`config.mk`:
```
export PLATFORM = sky130hd
export DESIGN_NAME = alu_seg7_scan
export DESIGN_NICKNAME = d
export VERILOG_FILES = /design/src/rtl/alu_seg7_scan.sv
export SDC_FILE = /design/constraint.sdc
export NUM_CORES = 1
export LEC_CHECK = 0
export CORE_MARGIN = 10
export CORE_UTILIZATION = 35
export CTS_BUF_LIST = sky130_fd_sc_hd__clkbuf_16
export DETAILED_ROUTE_END_ITERATION = 10
export DONT_BUFFER_PORTS = 1
export GPL_TIMING_DRIVEN = 1
export SYNTH_ARGS = -nofsm -noshare
export SYNTH_HDL_FRONTEND = slang
export SYNTH_SLANG_ARGS = --single-unit
```
`constraint.sdc`:
```
create_clock -name clk -period 2.8 [get_ports clk]
set_input_delay 0.42 -clock clk [delete_from_list [all_inputs] [get_ports clk]]
set_output_delay 0.42 -clock clk [all_outputs]
set_load 0.01 [all_outputs]
```
`src/rtl/alu_seg7_scan.sv`:
```
// Registered N-bit ALU whose result is shown in hex on a time-multiplexed bank of 7-segment digits.
// One decoder runs per digit, and the scan FSM picks the digit to drive the shared segment lines.

module alu_seg7_dec (
  input  logic [3:0] nib,
  input  logic       blank,
  output logic [6:0] seg
);
  always_comb begin
    seg = 7'h00;
    if (!blank) begin
      case (nib)
        4'h0: seg = 7'h7E;  4'h1: seg = 7'h30;  4'h2: seg = 7'h6D;  4'h3: seg = 7'h79;
        4'h4: seg = 7'h33;  4'h5: seg = 7'h5B;  4'h6: seg = 7'h5F;  4'h7: seg = 7'h70;
        4'h8: seg = 7'h7F;  4'h9: seg = 7'h7B;  4'hA: seg = 7'h77;  4'hB: seg = 7'h1F;
        4'hC: seg = 7'h4E;  4'hD: seg = 7'h3D;  4'hE: seg = 7'h4F;  default: seg = 7'h47;
      endcase
    end
  end
endmodule

module alu_seg7_scan #(
  parameter int N        = 8,
  parameter int SCAN_DIV = 4,
  parameter int BLANK_LZ = 0
) (
  input  logic                   clk,
  input  logic                   rst_n,
  input  logic                   in_valid,
  input  logic [N-1:0]           a,
  input  logic [N-1:0]           b,
  input  logic [1:0]             op_code,
  input  logic                   enable,
  output logic [N-1:0]           result,
  output logic                   flag,
  output logic [(N+3)/4-1:0]     dig_en,
  output logic [6:0]             seg
);
  localparam int DIGITS = (N + 3) / 4;
  localparam int CW     = (SCAN_DIV > 1) ? $clog2(SCAN_DIV) : 1;
  localparam int IW     = (DIGITS > 1) ? $clog2(DIGITS) : 1;

  typedef enum logic {IDLE, SCAN} state_t;

  state_t                  state;
  logic [CW-1:0]           cnt;
  logic [IW-1:0]           idx;
  logic [N:0]              sum, diff;
  logic [4*DIGITS-1:0]     res_ext;
  logic [DIGITS-1:0][3:0]  nib;
  logic [DIGITS-1:0]       lz;
  logic [DIGITS-1:0]       blank;
  logic [DIGITS-1:0][6:0]  seg_all;

  // Bit N of the widened sum/difference is the carry/borrow.
  assign sum  = {1'b0, a} + {1'b0, b};
  assign diff = {1'b0, a} - {1'b0, b};

  always_ff @(posedge clk) begin
    if (!rst_n) begin
      result <= '0;
      flag   <= 1'b0;
    end else if (in_valid) begin
      case (op_code)
        2'b00:   {flag, result} <= sum;
        2'b01:   begin result <= a | b; flag <= 1'b0; end
        2'b10:   {flag, result} <= diff;
        default: begin result <= a ^ b; flag <= 1'b0; end
      endcase
    end
  end

  always_comb begin
    res_ext        = '0;
    res_ext[N-1:0] = result;
  end

  // lz[k]: every nibble from k to the top digit is zero.
  for (genvar k = 0; k < DIGITS; k++) begin : g_dig
    localparam bit CAN_BLANK = (BLANK_LZ != 0) && (k > 0);
    assign nib[k]   = res_ext[4*k +: 4];
    assign lz[k]    = ~|res_ext[4*DIGITS-1:4*k];
    assign blank[k] = CAN_BLANK & lz[k];
    alu_seg7_dec u_dec (.nib(nib[k]), .blank(blank[k]), .seg(seg_all[k]));
  end

  always_ff @(posedge clk) begin
    if (!rst_n) begin
      state  <= IDLE;
      cnt    <= '0;
      idx    <= '0;
      seg    <= 7'h00;
      dig_en <= '0;
    end else begin
      case (state)
        IDLE: begin
          cnt    <= '0;
          idx    <= '0;
          seg    <= 7'h00;
          dig_en <= '0;
          if (enable) state <= SCAN;
        end
        SCAN: begin
          if (!enable) begin
            state  <= IDLE;
            cnt    <= '0;
            idx    <= '0;
            seg    <= 7'h00;
            dig_en <= '0;
          end else begin
            seg    <= seg_all[idx];
            dig_en <= DIGITS'(1) << idx;
            if (cnt == CW'(SCAN_DIV - 1)) begin
              cnt <= '0;
              idx <= (idx == IW'(DIGITS - 1)) ? '0 : idx + 1'b1;
            end else begin
              cnt <= cnt + 1'b1;
            end
          end
        end
      endcase
    end
  end
endmodule

```
==> impl_metrics.csv <==
group,metric,value,unit
run_status,status,"completed",
power,p_seq_share,36.3,%
die,num_rows,33,
logic_synthesis,ys.warnings.count,0,
sta,max_clock_freq,381.2,MHz
die,fp.dieH,112.0,um
critical_path,path_class,"in -> reg",
detailed_routing,drt-total-wl,7065,um
critical_path,path_max_fanout,4,
sta,whs,227.4,ps
sta,period_minus_slack,2624,ps
die,coreArea,8217,um2
clock_tree,cts.htree.levels,2,
power,internal_power,1.145,mW
grt,grt_max_degree,32,
placed_design,hpwl,5798,um
clock_tree,cts_tree,"done",
logic_synthesis,async_flop_share,0,%
worst_hold_path,hold_class,"in -> reg",
power,p_clk_share,32.2,%
flow_run,drv_cap,0,
clock_tree,cts.sinks,36,
critical_path,crit_arrival,2800,ps
power,p_switching,0.4913,mW
grt,track_usage,11.00,%
grt,grt_pass1_vias,2483,
clock_tree,root_buffer,"clkbuf_16",
grt,gr-total-overflow,0,
detailed_routing,vias,2459,
cells_and_area,layout_commonest_cell,"buf_4",
sta,setup_viol,0,
power,leakagePower,1.625,nW
critical_path,cp-start-kind,"primary input",
logic_synthesis,synth_fp_nets,402,
clock_tree,cts_buffers,5,
detailed_routing,antenna_left,0,
logic_synthesis,yosysTopAreaCellShare,24.33,%
sta,slew_viol_final,0,
detailed_routing,firstDrtPassIters,4,
cells_and_area,syn_to_final_growth,19.26,%
power,vdd.ir_drop.worst,0.0002295,V
sta,finalHoldViolCount,0,
cells_and_area,layout_common_cells,"43 x buf_4, 40 x inv_1, 37 x ha_1, 36 x dfxtp_1, 26 x nor2_1",
logic_synthesis,synth_area_per_cell,8.736,um2
sta,fin_crit_sh,93.70,%
critical_path,timing.rr.start,"result[5]",
logic_synthesis,synthFlopType,"dfxtp_1",
grt,use_met3,3.382,%
logic_synthesis,synth-seq-cells,36,
sta,worst_pin_slew,502.5,ps
placed_design,place_congestion,0.8168,
power,switching_share,30.03,%
die,start_util,36.04,%
worst_hold_path,min-delay-start,"rst_n",
detailed_routing,initialDrtViolationCount,52,
clock_tree,clk_path_buf_depth,2,
detailed_routing,via_per_inst,5.123,
placed_design,portBuffers,0,
critical_path,cp_data_required_time,2970,ps
die,io_pins,40,
power,power_frac_comb,31.5,%
sta,rsz0062_at_grt,"false",
die,die_w,112.0,um
logic_synthesis,synth.top_cells.by_area,"dfxtp_1 24%, ha_1 16%, mux2i_1 5.7%",
logic_synthesis,synth_edf_count,0,
critical_path,worstSetupEndpointType,"flop",
grt,grt_pass1_wl,11900,um
logic_synthesis,synth.distinct_cells,70,
grt,antenna_found_initial,0,
grt,grtUsageMet1,13.47,%
logic_synthesis,yosysSeqAreaShare,24.33,%
logic_synthesis,yosysTopAreaCell,"dfxtp_1",
clock_tree,path_clk_slew,60,ps
clock_tree,insertion_delay,270,ps
grt,grtUsageMet2,18.73,%
critical_path,critPathLaunch,"a[1]",
power,p_per_area,463.2,nW/um2
sta,skew,3.835,ps
logic_synthesis,syn_inst,339,
sta,fin_setup_tns,0,ps
detailed_routing,wl_per_cell,14.72,um
sta,slew_headroom,66.45,%
detailed_routing,drc_errors,0,
logic_synthesis,synth_area,2962,um2
cells_and_area,antenna_cells,0,
grt,busiest_layer,"met2",
die,dieArea,12540,um2
cells_and_area,fin_nets,437,
cells_and_area,drive_gt1_share,21.07,%
[cells by family after synthesis]
group	Yosys count	share of synthesized area (%)
buffers and inverters	56	8.112
and+or+nand+nor	99	18.42
DFF	36	24.33
muxes	23	8.914
AOI/OAI and AO/OA	82	21.80
adders and majority gates	41	17.83
xor gates and xnor gates	2	0.5916
[area by class of cell]
class,instances,area [um2]
Fill cell,819,4684
Multi-Input combinational cell,247,2059
Sequential cell,36,720.7
Timing Repair Buffer,43,322.8
Inverter,41,153.9
Tap cell,105,131.4
Clock buffer,5,125.1
Clock inverter,3,18.77
[final timing paths]
check,to,slack (ps),depth (start not counted)
worst min register to register,cnt[0],430,1
worst min-delay path,g_dig[1].u_dec.seg[5],230,1
worst max register to register,g_dig[1].u_dec.seg[3],1020,6
worst max-delay path,g_dig[1].u_dec.seg[6],180,12
[state kept, by name, summed over array words and instances, names as in the netlist]
register,count
result,8
dig_en,2
g_dig.u_dec.seg,14
idx,1
seg,7
flag,1
state,1
cnt,2
[synthesized netlist by cell type, drive strengths merged (3+ instances only)]
cell type / count
inv: 41
ha: 39
dfxtp: 36
nor2: 28
mux2i: 17
o21ai: 16
nand2: 13
a21oi: 11
nor3: 11
o31ai: 9
clkbuf: 8
nand2b: 8
nor2b: 8
buf: 7
nor3b: 7
o211ai: 6
a21o: 5
nand3: 5
and3: 4
mux2: 4
o21a: 4
a22oi: 3
and2: 3
[power by group through the flow]
stage / sequential (mW) / combinational (mW) / clock (mW)
after CTS: 0.597 / 0.502 / 0.541
after global routing: 0.601 / 0.574 / 0.565
after floorplan: 0.595 / 0.364 / 0
final: 0.595 / 0.515 / 0.527
after detailed placement: 0.608 / 0.494 / 0
after global placement: 0.608 / 0.488 / 0
[per-stage QoR]
step,power (mW),utilization (%),instance area [um2],std cells,setup slack [ps]
6_report,1.636,42.99,3532,480,176.4
5_1_grt,1.740,42.99,3532,480,5.677
4_1_cts,1.640,42.39,3483,480,42.11
3_5_place_dp,1.102,40.34,3314,469,-302.5
3_3_place_gp,1.097,40.34,3314,469,-234.2
2_1_floorplan,0.9590,-,2969,339,2.165
[critical path, cell delays in order]
cell	delay, ps
inv_1	170
ha_4	260
a21o_1	210
a221oi_1	300
xnor2_1	110
a2bb2oi_1	150
a31o_2	220
inv_1	110
ha_1	230
o211ai_1	120
mux2i_1	140
a2111oi_2	360
[metal layers]
| metal | vias up | wire, um | share of wire (%) |
|---|---|---|---|
| met5 | - | 0 | 0 |
| met4 | 0 | 25 | 0.35 |
| met3 | 6 | 430 | 6.1 |
| met2 | 46 | 3310 | 47 |
| met1 | 1138 | 3299 | 47 |
| li1 | 1269 | - | - |
[what timing repair did]
action | CTS | global route
setup buffers | 3 | 0
hold buffers | 0 | 0
setup endpoints to repair | 1 | 7
pin swaps | 1 | 2
gates resized for setup | 1 | 8
Power figures use the tool's default switching activity.
